[src/rtl/operand_loader_if.sv]
// Board-side bus of the operand loader: raw switches/button in, signed operands and status LEDs out.
interface operand_loader_if;
  logic [1:0] sw;
  logic       btn_load;
  logic [1:0] a;
  logic [1:0] b;
  logic       operands_valid;
  logic       led_wait_a;
  logic       led_wait_b;

  modport slave (
    input  sw, btn_load,
    output a, b, operands_valid, led_wait_a, led_wait_b
  );

  modport master (
    output sw, btn_load,
    input  a, b, operands_valid, led_wait_a, led_wait_b
  );
endinterface

[src/rtl/operand_loader.sv]
// Operand capture: sync + debounce the load button, latch a then b from the switches.
// Build option: DEBOUNCE_EN enables the stability counter; without it the synced button is used raw.
module operand_loader #(
  parameter int DEBOUNCE_CYCLES = 500000
) (
  input  logic             clk,
  input  logic             reset,
  operand_loader_if.slave  io
);

  if (DEBOUNCE_CYCLES < 2 || DEBOUNCE_CYCLES > (1 << 24)) begin : g_bad_cfg
    $error("operand_loader: DEBOUNCE_CYCLES outside 2..2^24");
  end

  typedef enum logic [1:0] {WAIT_A, WAIT_B, DONE} state_e;

  // two-flop synchroniser for the asynchronous push-button
  logic [1:0] sync_q, sync_d;
  logic       btn_sync;

  always_comb begin
    sync_d = {sync_q[0], io.btn_load};
  end

  always_ff @(posedge clk) begin
    if (reset) sync_q <= '0;
    else       sync_q <= sync_d;
  end

  assign btn_sync = sync_q[1];

  logic db_level;

`ifdef DEBOUNCE_EN
  localparam int            CW      = $clog2(DEBOUNCE_CYCLES) + 1;
  localparam logic [CW-1:0] CNT_MAX = CW'(DEBOUNCE_CYCLES - 1);

  logic          db_lvl_q, db_lvl_d;
  logic [CW-1:0] cnt_q, cnt_d;

  // any sample matching the current level restarts the stability count
  always_comb begin
    db_lvl_d = db_lvl_q;
    cnt_d    = '0;
    if (btn_sync != db_lvl_q) begin
      if (cnt_q == CNT_MAX) db_lvl_d = ~db_lvl_q;
      else                  cnt_d    = cnt_q + CW'(1);
    end
  end

  always_ff @(posedge clk) begin
    if (reset) begin
      db_lvl_q <= 1'b0;
      cnt_q    <= '0;
    end else begin
      db_lvl_q <= db_lvl_d;
      cnt_q    <= cnt_d;
    end
  end

  assign db_level = db_lvl_q;
`else
  assign db_level = btn_sync;
`endif

  // rising-edge detect on the debounced level: one pulse per press
  logic db_prev_q, db_prev_d;
  logic load_p_q, load_p_d;

  always_comb begin
    db_prev_d = db_level;
    load_p_d  = db_level & ~db_prev_q;
  end

  always_ff @(posedge clk) begin
    if (reset) begin
      db_prev_q <= 1'b0;
      load_p_q  <= 1'b0;
    end else begin
      db_prev_q <= db_prev_d;
      load_p_q  <= load_p_d;
    end
  end

  state_e     state_q, state_d;
  logic [1:0] a_q, a_d, b_q, b_d;
  logic       valid_q, valid_d;

  always_comb begin
    state_d = state_q;
    a_d     = a_q;
    b_d     = b_q;
    valid_d = valid_q;
    if (load_p_q) begin
      case (state_q)
        WAIT_A: begin
          a_d     = io.sw;
          state_d = WAIT_B;
        end
        WAIT_B: begin
          b_d     = io.sw;
          valid_d = 1'b1;
          state_d = DONE;
        end
        DONE: begin
          // a new a invalidates the pair; old b is kept until replaced
          a_d     = io.sw;
          valid_d = 1'b0;
          state_d = WAIT_B;
        end
        default: begin
          state_d = WAIT_A;
          valid_d = 1'b0;
        end
      endcase
    end
  end

  always_ff @(posedge clk) begin
    if (reset) begin
      state_q <= WAIT_A;
      a_q     <= 2'b00;
      b_q     <= 2'b00;
      valid_q <= 1'b0;
    end else begin
      state_q <= state_d;
      a_q     <= a_d;
      b_q     <= b_d;
      valid_q <= valid_d;
    end
  end

  assign io.a              = a_q;
  assign io.b              = b_q;
  assign io.operands_valid = valid_q;
  assign io.led_wait_a     = (state_q == WAIT_A);
  assign io.led_wait_b     = (state_q == WAIT_B);

endmodule

[src/flat_wrapper.sv]
// flat-port wrapper written by rule: the top's interface ports become plain ports
module operand_loader_flat 
#(
  parameter int DEBOUNCE_CYCLES = 500000
)
  (clk, reset, io_sw, io_btn_load, io_a, io_b, io_operands_valid, io_led_wait_a, io_led_wait_b);
  operand_loader_if io_i ();
  input  logic clk;
  input  logic reset;
  input wire logic [$bits(io_i.sw)-1:0] io_sw;
  input wire logic [$bits(io_i.btn_load)-1:0] io_btn_load;
  output wire logic [$bits(io_i.a)-1:0] io_a;
  output wire logic [$bits(io_i.b)-1:0] io_b;
  output wire logic [$bits(io_i.operands_valid)-1:0] io_operands_valid;
  output wire logic [$bits(io_i.led_wait_a)-1:0] io_led_wait_a;
  output wire logic [$bits(io_i.led_wait_b)-1:0] io_led_wait_b;
  assign io_i.sw = io_sw;
  assign io_i.btn_load = io_btn_load;
  assign io_a = io_i.a;
  assign io_b = io_i.b;
  assign io_operands_valid = io_i.operands_valid;
  assign io_led_wait_a = io_i.led_wait_a;
  assign io_led_wait_b = io_i.led_wait_b;
  operand_loader #(.DEBOUNCE_CYCLES(DEBOUNCE_CYCLES)) u_core (.clk(clk), .reset(reset), .io(io_i));
endmodule
[config.mk]
export PLATFORM = sky130hd
export DESIGN_NAME = operand_loader_flat
export DESIGN_NICKNAME = d
export VERILOG_FILES = /design/src/rtl/operand_loader_if.sv /design/src/rtl/operand_loader.sv /design/src/flat_wrapper.sv
export SDC_FILE = /design/constraint.sdc
export NUM_CORES = 1
export LEC_CHECK = 0
export ABC_AREA = 1
export CAP_MARGIN = 15
export CELL_PAD_IN_SITES_DETAIL_PLACEMENT = 1
export CELL_PAD_IN_SITES_GLOBAL_PLACEMENT = 1
export CORE_MARGIN = 2
export CORE_UTILIZATION = 26
export DETAILED_ROUTE_END_ITERATION = 10
export GPL_ROUTABILITY_DRIVEN = 1
export PLACE_DENSITY = 0.71
export SETUP_SLACK_MARGIN = 0.3
export SLEW_MARGIN = 0
export SYNTH_ARGS = -nofsm -noshare
export SYNTH_HDL_FRONTEND = slang
export SYNTH_SLANG_ARGS = --single-unit
[constraint.sdc]
create_clock -name clk -period 0.9 [get_ports clk]
set_clock_uncertainty 0.1 [all_clocks]
set_input_delay 0.09 -clock clk [delete_from_list [all_inputs] [get_ports clk]]
set_output_delay 0.09 -clock clk [all_outputs]
set_load 0.05 [all_outputs]
==> qor.csv, run 1 <==
metric,value,unit
status,"complete, but fails checks",
failing checks,negative setup slack,
Final WS setup,-206,ps
largest net degree at the start of global routing,8,
Total Power,946,uW
Hold Startpoint,reset,
post-synth cell types,10,
worst vdd ir,724,uV
crit path max fanout,3,
wire per inst,9.70,um
"Avg Cell Area, Syn",7.65,um^2
boundary pin count,12,
Ys Warns,0,
final antenna-violating net count,0,
number of max-cap violations,0,
Die X-Extent,42.8,um
clock sink count,11,
Worst-Skew Late Latency,260,ps
post-synthesis register bit count,11,
initial antenna violation count,0,
ant diodes,0,
Startpoint Class,register,
min-delay worst type,in -> reg,
area of the multi-input gates,186,um^2
"non-filler cells, final",84,
Clock Power Share,35.1,%
Starting Density,28.9,%
placed cells,78,
Arrival @ worst endpoint,920,ps
full die area,1830,um^2
GRT Util Overall,11.6,%
CTS Buf Count,3,
vias in the first global route,361,
unrepaired setup endpoints after global routing,true,
"Slew Viols, Final",0,
Die Y,42.8,um
data required time of the worst path,710,ps
number of fill cells,161,
routability cong.,0.661,
WL final,815,um
final hold violations,0,
Final setup viols,13,
Final nets,75,
CP Cell Sequence,"inv_4, nor2_4, buf_12",
period utilization,123,%
sequential power share,52.1,%
core area,1350,um^2
H-tree Lvls,1,
Post-Syn Nets,56,
DRT Pass-1 Iters,1,
post-DP HPWL,612,um
worst r2r src,u_core.state_q[0],
Switch Pwr,232,uW
synthesized instance count,51,
sequential cell area fraction in the yosys report,56.4,%
post-route minimum period,1110,ps
DR DRC count,0,
PD cells,1290,nW/um^2
Placement Rows,13,
Via density,4.44,
DRT iter0 DRCs,0,
Max Clk Rate,904,MHz
slew at the pin closest to its max-slew limit,137,ps
CTS tree,yes,
relative max-transition margin,90.8,%
CP peak stage delay,380,ps
P_leak,0.296,nW
worst setup path start,u_core.state_q[0],
clk buf depth,2,
Internal,714,uW
Combinational Power Share,12.7,%
"Reg clk slew, reported paths",70,ps
CP endpoint kind,output port,
register area,250,um^2
first-pass GRT wire length,1500,um
most frequent cells in the layout,"buf_12 (7), dfxtp_4 (7), inv_1 (6), nor2_1 (6), nand2_1 (6)",
"Cell Area, Synth",390,um^2
Setup Crit Path Kind,reg -> out,
switching share of power,24.5,%
"Slowest-stage cell, CP",dfxtp_4,
IO buf count,11,
layout cells sized above 1,62.3,%
Root Driver,clkbuf_4,
Via Count,373,
GR Overflow Total,0,
area delta synth->final,88.1,%
## worst paths after layout
| check | endpoint | slack, ps | cells past startpoint |
|---|---|---|---|
| min | u_core.state_q[0] | 160 | 3 |
| max | io_led_wait_b | -210 | 3 |
| min reg2reg | u_core.load_p_q | 290 | 1 |
| max reg2reg | u_core.io.b[1] | -90 | 5 |
## state kept, by name, indices dropped and copies added, names as in the netlist
name                      count
u_core.db_prev_q              1
u_core.sync_q                 2
u_core.io.b                   2
u_core.state_q                2
u_core.io.operands_valid      1
u_core.io.a                   2
u_core.load_p_q               1
## synthesized netlist by cell type
| master | n | area share, % |
|---|---|---|
| dfxtp_1 | 11 | 56 |
| nor2_1 | 11 | 11 |
| inv_1 | 10 | 9.6 |
| nand2_1 | 9 | 8.7 |
| a21oi_1 | 3 | 3.8 |
| nor2_2 | 2 | 3.2 |
| o21ai_0 | 2 | 2.6 |
| buf_2 | 1 | 1.3 |
| nand3_2 | 1 | 2.6 |
| nor3_1 | 1 | 1.3 |
## metal layers
| layer | wire length [um] | GRT usage [%] |
|---|---|---|
| met1 | 332 | 12.1 |
| met4 | 8 | 9.38 |
| met5 | 0 | 0 |
| met2 | 438 | 18.5 |
| met3 | 35 | 3.83 |
## critical path: cells and delay by family, from the launching register on
family	cells	cell delay (ps)
simple gates	1	90
flops	1	380
buf+inv	2	180
## kinds of logic (layout without fill, tap and decap cells)
kind of cell,after synthesis,after routing,synth area share [%]
AND/OR/NAND/NOR,24,24,26.3
AO/OA/AOI/OAI,5,5,6.41
flip-flops,11,11,56.4
buffers and inverters,11,29,10.9
## power groups by stage
stage	sequential (mW)	combinational (mW)	clock (mW)
floorplan	0.514	0.0400	0
global placement	0.504	0.107	0
detailed placement	0.505	0.109	0
CTS	0.492	0.120	0.357
global route	0.495	0.130	0.386
finish	0.493	0.121	0.332
## stage by stage
step	utilization [%]	hold slack, ps	setup slack (ps)	cell area [um^2]	TNS [ps]
final	54.4	162	-206	734	-1020
after global routing	54.4	165	-253	734	-1660
after CTS	53.5	147	-225	722	-1190
after detailed placement	48.5	280	-116	654	-1050
after global placement	48.5	277	-91.5	654	-805
after floorplan	-	97.0	33.5	445	0
## cell type report
type | count | area share (%)
well taps | 15 | 2.56
repair buffers | 15 | 29.0
multi-input cells | 29 | 25.4
flip-flops and latches | 11 | 34.1
inverters | 10 | 5.45
clock buffers | 4 | 3.58
## repair_timing
item	4_1_cts	5_1_grt
hold buffers	0	0
setup buffers	2	0
gates resized for setup	10	6
setup endpoints to repair	18	17
pin swaps	3	1
Note: power is estimated with default switching activity, not from simulation.
==> run 2, diff against run 1 <==
CELL_PAD_IN_SITES_DETAIL_PLACEMENT = 0   (was 1)
CELL_PAD_IN_SITES_GLOBAL_PLACEMENT = 2   (was 1)
CORE_UTILIZATION = 20   (was 26)
==> qor.csv, run 2 (synthesized netlist as in run 1, its figures left out) <==
metric,value,unit,change
"Reg clk slew, reported paths",70,ps,about the same
final antenna-violating net count,0,,unchanged
"non-filler cells, final",95,,was 84
PD cells,1260,nW/um^2,was 1290 nW/um^2
slew at the pin closest to its max-slew limit,148,ps,was 137 ps
Final WS setup,-202,ps,was -206 ps
worst vdd ir,786,uV,was 724 uV
layout cells sized above 1,58.6,%,was 62.3%
initial antenna violation count,0,,unchanged
Die X-Extent,48.2,um,was 42.8 um
Worst-Skew Late Latency,260,ps,about the same
Starting Density,21.9,%,was 28.9%
Startpoint Class,register,,unchanged
placed cells,88,,was 78
core area,1780,um^2,was 1350 um^2
WL final,831,um,was 815 um
Arrival @ worst endpoint,910,ps,was 920 ps
area delta synth->final,92.0,%,was 88.1%
Final setup viols,13,,unchanged
P_leak,0.299,nW,was 0.296 nW
Setup Crit Path Kind,reg -> out,,unchanged
wire per inst,8.75,um,was 9.70 um
boundary pin count,12,,unchanged
clock sink count,11,,unchanged
Max Clk Rate,908,MHz,was 904 MHz
DRT iter0 DRCs,6,,was 0
Die Y,48.2,um,was 42.8 um
crit path max fanout,3,,unchanged
post-route minimum period,1100,ps,was 1110 ps
min-delay worst type,in -> reg,,unchanged
relative max-transition margin,90.1,%,was 90.8%
full die area,2320,um^2,was 1830 um^2
"Slew Viols, Final",0,,unchanged
DR DRC count,0,,unchanged
Final nets,76,,was 75
clk buf depth,2,,unchanged
Root Driver,clkbuf_4,,unchanged
H-tree Lvls,1,,unchanged
failing checks,negative setup slack,,unchanged
Placement Rows,15,,was 13
vias in the first global route,283,,was 361
Via Count,358,,was 373
CTS Buf Count,3,,unchanged
Via density,3.77,,was 4.44
DRT Pass-1 Iters,4,,was 1
Total Power,946,uW,about the same
CTS tree,yes,,unchanged
number of fill cells,181,,was 161
largest net degree at the start of global routing,8,,unchanged
data required time of the worst path,710,ps,about the same
post-DP HPWL,596,um,was 612 um
Final Util,42.0,%,was 54.4%
routability cong.,0.627,,was 0.661
ant diodes,0,,unchanged
CP endpoint kind,output port,,unchanged
final hold violations,0,,unchanged
most frequent cells in the layout,"inv_1 (7), buf_12 (7), dfxtp_4 (7), nor2_2 (6), nand2_1 (6)",,"was buf_12 (7), dfxtp_4 (7), inv_1 (6), nor2_1 (6), nand2_1 (6)"
first-pass GRT wire length,1270,um,was 1500 um
period utilization,122,%,was 123%
number of max-cap violations,0,,unchanged
GRT Util Overall,8.94,%,was 11.6%
IO buf count,11,,unchanged
GR Overflow Total,0,,unchanged
status,"complete, but fails checks",,unchanged
unrepaired setup endpoints after global routing,true,,unchanged
==> run 2: cell count changes in the layout (fill, tap and decap cells not counted) <==
cell / change
dfxtp_1: +2
nor3_1: +1
nor2_2: +1
nor2_1: -1
inv_1: +1
dfxtp_2: -2
buf_4: +1
inv_2: -1
nor3_2: -1
==> run 2: through the flow <==
step                area (um^2)  TNS (ps)  hold slack, ps  setup slack (ps)
floorplan                   445         0            97.0              33.5
global placement            667     -1110             272              -132
detailed placement          667     -1130             275              -129
CTS                         734     -1140             166              -215
global route                749     -1640             162              -254
finish                      749     -1030             172              -202
==> run 2: final timing paths <==
kind | depth (start not counted) | endpoint | slack [ps] | start
max | 3 | io_led_wait_b | -200 | u_core.state_q[0]
min | 3 | u_core.state_q[1] | 170 | reset
max reg2reg | 5 | u_core.io.b[0] | -100 | u_core.state_q[0]
min reg2reg | 1 | u_core.load_p_q | 280 | u_core.db_prev_q
==> run 2: layer usage <==
layer  track usage (%)  share of wire [%]  up-vias
li1                  -                  -      190
met1              11.7                 46      158
met2              10.3                 48        8
met3              3.33                3.4        2
met4              9.73                2.3        0
met5                 0                  0        -
==> run 2: critical path, cell delays in order, from the launching register on <==
cell     delay [ps]
dfxtp_4         380
inv_4            40
nor2_4           90
buf_12          140
==> run 2: timing repair <==
action                                 in CTS  in global routing
resized for setup                          10                  3
buffers inserted                            2                  1
hold buffers                                0                  0
endpoints found under the hold margin       0                  0
pin swaps                                   3                  2
setup endpoints to repair                  18                 17
==> run 2: cell type report <==
class                           count  area, um^2  share of cell area, %
Sequential cell                    11         248                   33.1
Multi-Input combinational cell     29         184                   24.5
Clock buffer                        4        26.3                   3.51
Tap cell                           25        31.3                   4.17
Timing Repair Buffer               16         220                   29.4
Inverter                           10        40.0                   5.34
==> run 2: power breakdown <==
group | total [mW] | internal, mW | switching, mW | leakage [nW]
Combinational | 0.122 | 0.0622 | 0.0597 | 0.189
Sequential | 0.492 | 0.482 | 0.0109 | 0.0954
Clock | 0.332 | 0.171 | 0.160 | 0.0150
Total | 0.946 | 0.715 | 0.231 | 0.299
